[src/rtl/set_bit_scanner_32bit.sv]
// set_bit_scanner_32bit
// Takes one 32-bit word and emits the indices of its set bits, one per beat,
// on a valid/ready stream. An all-zero word gives a single marker beat with
// out_empty set. There is always one idle cycle between words.
// Build option: define SCANNER_MSB_FIRST_EN to emit indices from highest to
// lowest. Without it, indices come out from lowest to highest.
module set_bit_scanner_32bit (
  input  logic        clock,
  input  logic        reset,
  input  logic        in_valid,
  output logic        in_ready,
  input  logic [31:0] in_data,
  output logic        out_valid,
  input  logic        out_ready,
  output logic [4:0]  out_index,
  output logic        out_last,
  output logic        out_empty,
  output logic [5:0]  out_seq
);

  typedef enum logic {
    IDLE = 1'b0,
    EMIT = 1'b1
  } state_t;

  state_t      state_q, state_d;
  logic [31:0] shadow_q, shadow_d;
  logic [5:0]  cnt_q, cnt_d;

  logic        emit;
  logic        shadow_zero;
  logic        shadow_single;
  logic [4:0]  scan_idx;

  // Position of the lowest set bit; the highest position is scanned first so
  // the lowest match is the final assignment.
  function automatic logic [4:0] lsb_index(input logic [31:0] w);
    logic [4:0] idx;
    idx = '0;
    for (int i = 31; i >= 0; i--) begin
      if (w[i]) idx = i[4:0];
    end
    return idx;
  endfunction

  // Position of the highest set bit; the lowest position is scanned first so
  // the highest match is the final assignment.
  function automatic logic [4:0] msb_index(input logic [31:0] w);
    logic [4:0] idx;
    idx = '0;
    for (int i = 0; i < 32; i++) begin
      if (w[i]) idx = i[4:0];
    end
    return idx;
  endfunction

  // Decode the shadow register and drive outputs; everything is forced to 0
  // outside EMIT.
  always_comb begin
    emit          = (state_q == EMIT);
    shadow_zero   = (shadow_q == 32'd0);
    // Exactly one bit set: non-zero, and clearing the lowest set bit leaves zero.
    shadow_single = !shadow_zero && ((shadow_q & (shadow_q - 32'd1)) == 32'd0);
`ifdef SCANNER_MSB_FIRST_EN
    scan_idx      = msb_index(shadow_q);
`else
    scan_idx      = lsb_index(shadow_q);
`endif
    in_ready      = !emit;
    out_valid     = emit;
    out_index     = emit ? scan_idx : 5'd0;
    out_empty     = emit && shadow_zero;
    out_last      = emit && (shadow_zero || shadow_single);
    out_seq       = emit ? cnt_q : 6'd0;
  end

  // Next-state logic: capture a word in IDLE, then consume one set bit per
  // accepted beat in EMIT.
  always_comb begin
    state_d  = state_q;
    shadow_d = shadow_q;
    cnt_d    = cnt_q;
    case (state_q)
      IDLE: begin
        if (in_valid) begin
          shadow_d = in_data;
          cnt_d    = 6'd0;
          state_d  = EMIT;
        end
      end
      EMIT: begin
        if (out_ready) begin
          if (out_last) begin
            // Clearing the counter here keeps it at 31 or below.
            state_d  = IDLE;
            shadow_d = 32'd0;
            cnt_d    = 6'd0;
          end else begin
            shadow_d = shadow_q & ~(32'd1 << scan_idx);
            cnt_d    = cnt_q + 6'd1;
          end
        end
      end
      default: state_d = IDLE;
    endcase
  end

  // State, shadow and beat counter registers. Reset takes priority over both
  // handshakes.
  always_ff @(posedge clock) begin
    if (reset) begin
      state_q  <= IDLE;
      shadow_q <= 32'd0;
      cnt_q    <= 6'd0;
    end else begin
      state_q  <= state_d;
      shadow_q <= shadow_d;
      cnt_q    <= cnt_d;
    end
  end

endmodule
[config.mk]
export PLATFORM = sky130hd
export DESIGN_NAME = set_bit_scanner_32bit
export DESIGN_NICKNAME = d
export VERILOG_FILES = /design/src/rtl/set_bit_scanner_32bit.sv
export SDC_FILE = /design/constraint.sdc
export NUM_CORES = 1
export LEC_CHECK = 0
export ABC_AREA = 1
export CORE_MARGIN = 2
export CORE_UTILIZATION = 44
export DETAILED_ROUTE_END_ITERATION = 10
export GPL_TIMING_DRIVEN = 0
export PLACE_DENSITY = 0.68
export SYNTH_ARGS = -nofsm -noshare
export SYNTH_HDL_FRONTEND = slang
export SYNTH_SLANG_ARGS = --single-unit
[constraint.sdc]
create_clock -name clock -period 5.4 [get_ports clock]
set_input_delay 1.08 -clock clock [delete_from_list [all_inputs] [get_ports clock]]
set_output_delay 1.08 -clock clock [all_outputs]
set_load 0.01 [all_outputs]
==> results of run 1 <==
[registers in the layout, indices dropped and copies added, names as in the netlist]
register / flops
cnt_q: 6
out_valid: 1
shadow_q: 32
[worst register-to-register path, stage by stage, from the launching register on]
cell                      delay [ns]
sky130_fd_sc_hd__dfxtp_1        0.35
sky130_fd_sc_hd__nor2_1         0.17
sky130_fd_sc_hd__inv_1          0.09
sky130_fd_sc_hd__nor2_1         0.28
sky130_fd_sc_hd__nand2_4        0.12
sky130_fd_sc_hd__nor3_2         0.24
sky130_fd_sc_hd__nand2_2        0.12
sky130_fd_sc_hd__nor3_2         0.16
sky130_fd_sc_hd__inv_2          0.07
sky130_fd_sc_hd__nand2_2        0.06
sky130_fd_sc_hd__inv_2          0.05
sky130_fd_sc_hd__nor4_1         0.50
sky130_fd_sc_hd__nand4_2        0.27
sky130_fd_sc_hd__o21ai_1        0.19
sky130_fd_sc_hd__a21oi_1        0.07
[power groups by stage]
stage | Combinational (mW) | Sequential, mW | Clock (mW)
after global placement | 0.323 | 0.345 | 0
after CTS | 0.328 | 0.339 | 0.203
final | 0.330 | 0.340 | 0.205
after detailed placement | 0.326 | 0.346 | 0
after floorplan | 0.233 | 0.338 | 0
after global routing | 0.375 | 0.343 | 0.217
[metrics by stage]
step	power (mW)	instances
floorplan	0.5713	460
global placement	0.6679	586
detailed placement	0.6717	586
CTS	0.8702	594
global route	0.9357	594
finish	0.8743	594
[area by class of cell]
type / count / share of cell area [%]
flip-flops and latches: 39 / 21.80
clock inverters: 1 / 0.1397
repair buffers: 49 / 13.69
well taps: 77 / 2.689
multi-input cells: 313 / 48.17
inverters: 89 / 9.326
clock buffers: 7 / 2.131
plain buffers: 19 / 2.061
[how the worst max path moves through the flow]
stage	endpoint	slack, ns	startpoint	cells after the start
detailed placement	out_last	1.21	shadow_q[10]$_SDFFE_PP0P_	16
floorplan	out_last	2.26	shadow_q[2]$_SDFFE_PP0P_	17
finish	out_last	0.80	shadow_q[9]$_SDFFE_PP0P_	16
global route	out_last	0.52	shadow_q[10]$_SDFFE_PP0P_	16
CTS	out_last	0.85	shadow_q[10]$_SDFFE_PP0P_	16
global placement	out_last	1.15	shadow_q[10]$_SDFFE_PP0P_	16
[cells in the mapped netlist, types with 2 or more instances]
| library cell | count |
|---|---|
| sky130_fd_sc_hd__or2_2 | 3 |
| sky130_fd_sc_hd__clkbuf_1 | 14 |
| sky130_fd_sc_hd__inv_1 | 80 |
| sky130_fd_sc_hd__o21ai_0 | 42 |
| sky130_fd_sc_hd__xor2_1 | 2 |
| sky130_fd_sc_hd__nand4_1 | 6 |
| sky130_fd_sc_hd__nand2_4 | 2 |
| sky130_fd_sc_hd__dfxtp_1 | 39 |
| sky130_fd_sc_hd__nor4_1 | 6 |
| sky130_fd_sc_hd__nor3_2 | 2 |
| sky130_fd_sc_hd__o21ai_1 | 4 |
| sky130_fd_sc_hd__nor2_2 | 3 |
| sky130_fd_sc_hd__nor2_1 | 44 |
| sky130_fd_sc_hd__a21oi_2 | 3 |
| sky130_fd_sc_hd__nand2_1 | 91 |
| sky130_fd_sc_hd__nand3_1 | 19 |
| sky130_fd_sc_hd__a21oi_1 | 15 |
| sky130_fd_sc_hd__inv_2 | 8 |
| sky130_fd_sc_hd__nand3b_1 | 3 |
| sky130_fd_sc_hd__o2111ai_1 | 2 |
| sky130_fd_sc_hd__a221oi_1 | 33 |
| sky130_fd_sc_hd__nor2_4 | 3 |
| sky130_fd_sc_hd__buf_1 | 3 |
| sky130_fd_sc_hd__nor3_1 | 11 |
| sky130_fd_sc_hd__nand2_2 | 3 |
[routing by layer]
| metal | share of wire, % | wire, um | GRT usage [%] | up-vias |
|---|---|---|---|---|
| met2 | 45 | 3906 | 39.56 | 97 |
| met5 | 0 | 0 | 0 | - |
| met3 | 5.4 | 470 | 4.280 | 13 |
| met4 | 1.1 | 99 | 6.061 | 0 |
| li1 | - | - | - | 1663 |
| met1 | 49 | 4248 | 36.17 | 1525 |
[cell families (layout without fill, tap and decap cells)]
group           Yosys count  in the layout  synth area share, %
buf+inv                 108            165                14.00
fa+ha+maj                 1              1               0.4293
simple gates            201            201                33.06
compound gates          109            109                25.12
xor+xnor                  2              2               0.6012
flops                    39             39                26.79
==> metrics.log, run 1 <==
INFO  metric status = finished, final reports clean
INFO  metric area_overhead_vs_synth = 22.93%
INFO  metric setup.worst_path.end_class = primary output
INFO  metric grt_pass1_vias = between 3000 and 4000
INFO  metric netlist.top_cell.by_area = sky130_fd_sc_hd__dfxtp_1
INFO  metric timing.critical_path.max_delay_family = simple AND/OR/NAND/NOR gates
INFO  metric overflow = 0
INFO  metric swShare = 39.89%
INFO  metric antenna_cells_inserted = 0
INFO  metric path_max_fanout = 4
INFO  metric clock_insertion_delay_worst_skew = 0.30 ns
INFO  metric cts_tree = yes
INFO  metric avgSynthCellArea = 6.335 um^2
INFO  metric ys_seq_elements = 39
INFO  metric syn_nets = 497
INFO  metric reg2regPathDepth = 14
INFO  metric core-area = 0.006386 mm^2
INFO  metric min-delay-start = cnt_q[5]$_SDFFE_PP0P_
INFO  metric crit_top_cell = sky130_fd_sc_hd__inv_1
INFO  metric final-seq-area = ~780 um^2
INFO  metric start_util = 45.63%
INFO  metric cts.htree.levels = 2
INFO  metric grt_resource_usage_total = 25.26%
INFO  metric powerDensity = ~240 mW/mm^2
INFO  metric cts_root_buffer = sky130_fd_sc_hd__clkbuf_8
INFO  metric holdCritPathClass = register to register
INFO  metric hold_fix_buffers_at_cts = 0
INFO  metric wl_per_cell = 14.69 um
INFO  metric yosys_warnings = 0
INFO  metric dieArea = 0.007290 mm^2
INFO  metric timing.hold.ws = just over 0.5 ns
INFO  metric cts_sinks = 39
INFO  metric power_frac_clock = 23.4%
INFO  metric die_y = 85.38 um
INFO  metric floorplan.die.width = 85.38 um
INFO  metric post_dp_cell_area = 0.003501 mm^2
INFO  metric mappedNetlistArea = 0.002914 mm^2
INFO  metric detail_route.wirelength = 8724 um
INFO  metric post_synth_main_area_contributors = sky130_fd_sc_hd__dfxtp_1 (27%), sky130_fd_sc_hd__nand2_1 (12%), sky130_fd_sc_hd__inv_1 (10%), sky130_fd_sc_hd__a221oi_1 (9.9%), sky130_fd_sc_hd__o21ai_0 (7.2%)
INFO  metric setup_tns = 0 ns
INFO  metric synthesis.instances = 460
INFO  metric arrival = 3.52 ns
INFO  metric hold_path_depth = 2
INFO  metric power.static_leakage = around 1.6 nW
INFO  metric reg2reg_setup_slack = 2.54 ns
INFO  metric synth_enable_flop_cells = 0
INFO  metric r2r-end = out_valid$_SDFF_PP0_
INFO  metric worst_rel_slew_slack = 63.17%
INFO  metric highest_attainable_clock_frequency = 217.5 MHz
INFO  metric drc = 0
INFO  metric crit_path_start_kind = register
INFO  metric ir_worst_vdd = 0.1583 mV
INFO  metric report.final.slew_viol_count = 0
INFO  metric vias = 3298
INFO  metric ant_nets = 0
INFO  metric tightestPinTransition = 0.5524 ns
INFO  metric combPwrFrac = 37.7%
INFO  metric finalInstanceArea = 0.003582 mm^2
INFO  metric finClkSkew = 0.007771 ns
INFO  metric multi_input_comb_area = ~0.0017 mm^2
INFO  metric worstPathCellList = nor2_1 -> inv_1 -> nor2_1 -> nand2_1 -> nor2_2 -> inv_1 -> nor2_2 -> a21oi_1 -> inv_1 -> nand4_1 -> nor4_1 -> nand3_1 -> nor4_1 -> o2111ai_1 -> nand2_1 -> clkdlybuf4s50_1
INFO  metric worstPathRequired = 4.32 ns
INFO  metric cts.path.max_buffers = 2
INFO  metric hold-path-endpoint = cnt_q[5]$_SDFFE_PP0P_
INFO  metric finalSetupViolCount = 0
INFO  metric worst_slack = 0.8029 ns
INFO  metric synth.yosys.seq_area_share = between 20% and 30%
INFO  metric portBuffers = between 40 and 50
INFO  metric first_pass_grt_wire_length = 14950 um
INFO  metric antenna_violations_before_repair = 0
INFO  metric grt_max_degree = 12
INFO  metric viasPerCell = 5.552
INFO  metric ctsResizeCount = 0
INFO  metric preCtsSetupSlack = 1.206 ns
INFO  metric cts_setup_buffers = 0
INFO  metric layout.cells.most_common_list = sky130_fd_sc_hd__nand2_1 (91), sky130_fd_sc_hd__inv_1 (80), sky130_fd_sc_hd__clkdlybuf4s50_1 (49)
INFO  metric ys.flop_type = sky130_fd_sc_hd__dfxtp_1
INFO  metric filler_cell_count = between 600 and 700
INFO  metric dr.first_iter.drc_count = 263
INFO  metric place_congestion = 0.9218
INFO  metric power.switching = 348.8 uW
INFO  metric cts_inserted_buffers = 5
INFO  metric hold_viol_final = 0
INFO  metric shortest_period_the_worst_path_allows = roughly 4.6 ns
INFO  metric rsz0062_at_grt = false
INFO  metric max-cap-violations = 0
INFO  metric yosysTopAreaCellShare = between 20% and 30%
INFO  metric clkSlewWorstSetupHoldPaths = 0.08 ns
INFO  metric row_count = 29
INFO  metric finalCoreUtilization = 56.09%
INFO  metric critPathKind = register to primary output
INFO  metric place.detailed.hpwl = 6826 um
INFO  metric synth_async_sr_flop_share = 0%
INFO  metric critical-path-slowest-cell = sky130_fd_sc_hd__clkdlybuf4s50_1
INFO  metric final_min_period_over_clock_period = a little under nine tenths
INFO  metric share_of_total_power_in_sequential_cells = 38.9%
INFO  metric power_report.internal_total = 525.5 uW
INFO  metric layout.cells.most_common = sky130_fd_sc_hd__nand2_1
INFO  metric worst_path_largest_cell_delay = 0.54 ns
INFO  metric ios = just over 50
INFO  metric reg2reg_from = shadow_q[9]$_SDFFE_PP0P_
INFO  metric drtPass1Iterations = 6
INFO  metric final_layout_size_suffix_gt1_share = about 8.5%
INFO  metric critPathBufInv = 4
INFO  metric synthDistinctLibCells = 44
INFO  metric final_net_count = 553
Note: power is estimated with default switching activity, not from simulation.
==> run 2, diff against run 1 <==
--- a/config.mk
+++ b/config.mk
@@ -10,7 +10,8 @@
 export CORE_UTILIZATION = 44
 export DETAILED_ROUTE_END_ITERATION = 10
 export GPL_TIMING_DRIVEN = 0
-export PLACE_DENSITY = 0.68
+export PLACE_DENSITY_LB_ADDON = 0.15
+export SKIP_LAST_GASP = 1
 export SYNTH_ARGS = -nofsm -noshare
 export SYNTH_HDL_FRONTEND = slang
 export SYNTH_SLANG_ARGS = --single-unit
==> run 2 against run 1 <==
Die area is the same. Routed wire length increased by 1.7%. Combinational power about the same. Core utilization rose by 0.80 points. Power rose by 11%. Flip-flop and latch count stayed put. Sequential power about the same.
==> metrics.log, run 2 (synthesized netlist as in run 1, its figures left out) <==
INFO  metric swShare = 36.13% (-3.8 points)
INFO  metric ir_worst_vdd = 0.1521 mV (-3.9%)
INFO  metric layout.cells.most_common = sky130_fd_sc_hd__nand2_1
INFO  metric r2r-end = out_valid$_SDFF_PP0_
INFO  metric holdCritPathClass = register to register
INFO  metric final_net_count = 553 (unchanged)
INFO  metric portBuffers = 49 (unchanged)
INFO  metric largest_register_ffs = 32 (unchanged)
INFO  metric tightestPinTransition = 0.5547 ns (+0.002233 ns)
INFO  metric arrival = 3.58 ns (+0.06 ns)
INFO  metric row_count = 29 (unchanged)
INFO  metric shortest_period_the_worst_path_allows = 4.659 ns (+0.06200 ns)
INFO  metric final_min_period_over_clock_period = 86.28% (+1.1 points)
INFO  metric drtPass1Iterations = 5 (-1)
INFO  metric grt_max_degree = 13 (+1)
INFO  metric crit_path_start_kind = register
INFO  metric worstPathCellList = nor2_1 -> inv_1 -> nor2_1 -> nand2_1 -> nor2_2 -> inv_1 -> nor2_2 -> a21oi_1 -> inv_1 -> nand4_1 -> nor4_1 -> nand3_1 -> nor4_1 -> o2111ai_1 -> nand2_1 -> clkdlybuf4s50_1
INFO  metric wl_per_cell = 14.94 um (+1.7%)
INFO  metric first_pass_grt_wire_length = 14630 um (-2.1%)
INFO  metric layout.cells.most_common_list = sky130_fd_sc_hd__nand2_1 (91), sky130_fd_sc_hd__inv_1 (80), sky130_fd_sc_hd__clkdlybuf4s50_1 (49)
INFO  metric power.switching = 350.3 uW (+0.43%)
INFO  metric antenna_cells_inserted = 0 (unchanged)
INFO  metric total_power = 969.7 uW (+11%)
INFO  metric power_report.internal_total = 619.4 uW (+18%)
INFO  metric place.detailed.hpwl = 6891 um (+0.94%)
INFO  metric grt.met1_usage = 35.16% (-1.0 points)
INFO  metric combPwrFrac = 34.2% (-3.5 points)
INFO  metric hold_fix_buffers_at_cts = 0 (unchanged)
INFO  metric worst_rel_slew_slack = 63.02% (-0.15 points)
INFO  metric grt_pass1_vias = 3138 (-2.8%)
INFO  metric finClkSkew = 0.006346 ns (-0.001425 ns)
INFO  metric overflow = 0 (unchanged)
INFO  metric place_congestion = 0.9148 (-0.76%)
INFO  metric report.final.slew_viol_count = 0 (unchanged)
INFO  metric cts_setup_buffers = 0 (unchanged)
INFO  metric antenna_violations_before_repair = 0 (unchanged)
INFO  metric reg2reg_setup_slack = 2.54 ns (about the same)
INFO  metric start_util = 45.63% (unchanged)
INFO  metric clkSlewWorstSetupHoldPaths = 0.08 ns (about the same)
INFO  metric setup_tns = 0 ns (unchanged)
INFO  metric clock_insertion_delay_worst_skew = 0.30 ns (about the same)
INFO  metric drc = 0 (unchanged)
INFO  metric core-area = 0.006386 mm^2 (unchanged)
INFO  metric status = finished, final reports clean
INFO  metric final_layout_size_suffix_gt1_share = 8.704% (+0.19 points)
INFO  metric hold_viol_final = 0 (unchanged)
INFO  metric dieArea = 0.007290 mm^2 (unchanged)
INFO  metric viasPerCell = 5.576 (+0.42%)
INFO  metric path_max_fanout = 3 (-1)
INFO  metric globalRouteMet2Util = 39.28% (-0.28 points)
INFO  metric power_frac_clock = 30.7% (+7.3 points)
INFO  metric reg2reg_from = shadow_q[4]$_SDFFE_PP0P_
INFO  metric cts.path.max_buffers = 2 (unchanged)
INFO  metric rsz0062_at_grt = false
INFO  metric globalRoute.busiestLayer = met2
INFO  metric power.static_leakage = 1.586 nW (+1.5%)
INFO  metric ant_nets = 0 (unchanged)
INFO  metric highest_attainable_clock_frequency = 214.6 MHz (-1.3%)
INFO  metric ctsResizeCount = 0 (unchanged)
INFO  metric setup.worst_path.end_class = primary output
INFO  metric critical-path-slowest-cell = sky130_fd_sc_hd__clkdlybuf4s50_1
INFO  metric hold-path-endpoint = cnt_q[1]$_SDFFE_PP0P_
INFO  metric area_overhead_vs_synth = 24.69%
INFO  metric max-cap-violations = 0 (unchanged)
INFO  metric cts_inserted_buffers = 5 (unchanged)
INFO  metric cts_sinks = 39 (unchanged)
INFO  metric floorplan.die.width = 85.38 um (unchanged)
INFO  metric cts_root_buffer = sky130_fd_sc_hd__clkbuf_8
INFO  metric vias = 3312 (+0.42%)
INFO  metric finalInstanceArea = 0.003633 mm^2 (+1.4%)
INFO  metric share_of_total_power_in_sequential_cells = 35.0% (-3.9 points)
INFO  metric hold_path_depth = 2 (unchanged)
INFO  metric min-delay-start = cnt_q[1]$_SDFFE_PP0P_
INFO  metric cts.htree.levels = 2 (unchanged)
INFO  metric detail_route.wirelength = 8875 um (+1.7%)
INFO  metric critPathKind = register to primary output
INFO  metric dr.first_iter.drc_count = 186 (-29%)
INFO  metric finalSetupViolCount = 0 (unchanged)
INFO  metric ios = 51 (unchanged)
INFO  metric post_dp_cell_area = 0.003501 mm^2 (unchanged)
INFO  metric cts_tree = yes
INFO  metric gr-usage-met3 = 3.696% (-0.58 points)
INFO  metric worstPathRequired = 4.32 ns (about the same)
INFO  metric die_y = 85.38 um (unchanged)
INFO  metric worst_path_largest_cell_delay = 0.53 ns (about the same)
INFO  metric crit_top_cell = sky130_fd_sc_hd__inv_1
INFO  metric powerDensity = 266.9 mW/mm^2 (+9.3%)
INFO  metric max_flop_register = shadow_q
INFO  metric grt_resource_usage_total = 24.69% (-0.57 points)
INFO  metric filler_cell_count = 666 (+2.5%)
INFO  metric reg2regPathDepth = 14 (unchanged)
## run 2: cell count changes in the layout (fill, tap and decap cells not counted), sizes merged
cell | before | now
bufinv | 0 | 2
clkinv | 2 | 1
clkbuf | 22 | 21
## run 2: worst max path at each step
stage                                    from        to
floorplan            shadow_q[2]$_SDFFE_PP0P_  out_last
global placement    shadow_q[10]$_SDFFE_PP0P_  out_last
detailed placement  shadow_q[10]$_SDFFE_PP0P_  out_last
CTS                 shadow_q[10]$_SDFFE_PP0P_  out_last
global route        shadow_q[10]$_SDFFE_PP0P_  out_last
finish              shadow_q[10]$_SDFFE_PP0P_  out_last
## run 2: area by class of cell
type / count / area, um^2 / share of cell area (%)
plain buffers: 19 / 73.82 / 2.032
well taps: 77 / 96.34 / 2.652
clock inverters: 2 / 60.06 / 1.653
flip-flops and latches: 39 / 780.7 / 21.49
repair buffers: 49 / 490.5 / 13.50
inverters: 89 / 334.1 / 9.194
multi-input cells: 313 / 1725 / 47.49
clock buffers: 6 / 72.57 / 1.997
## run 2: critical path, delay by kind of cell (launching register included)
kind | cells | cell delay (ns)
compound gates | 2 | 0.25
buf+inv | 4 | 0.83
flops | 1 | 0.32
simple gates | 10 | 1.88
## run 2: power groups by stage
stage | sequential, mW | combinational (mW) | clock (mW)
finish | 0.340 | 0.332 | 0.298
global route | 0.343 | 0.372 | 0.318
CTS | 0.339 | 0.329 | 0.301
detailed placement | 0.346 | 0.327 | 0
global placement | 0.345 | 0.324 | 0
floorplan | 0.338 | 0.233 | 0
## run 2: stage by stage
stage	setup WS, ns	utilization [%]	cells	hold WS, ns
floorplan	2.258	-	460	0.4672
global placement	1.092	54.82	586	0.4813
detailed placement	1.162	54.82	586	0.4973
CTS	0.8180	56.90	594	0.5089
global route	0.5162	56.90	594	0.5435
finish	0.7409	56.90	594	0.5146
## run 2: metal layers
metal / part of all wire [%] / up-vias
met5: 0 / -
met4: 0.51 / 0
met3: 5.7 / 8
met2: 46 / 109
met1: 48 / 1536
li1: - / 1659
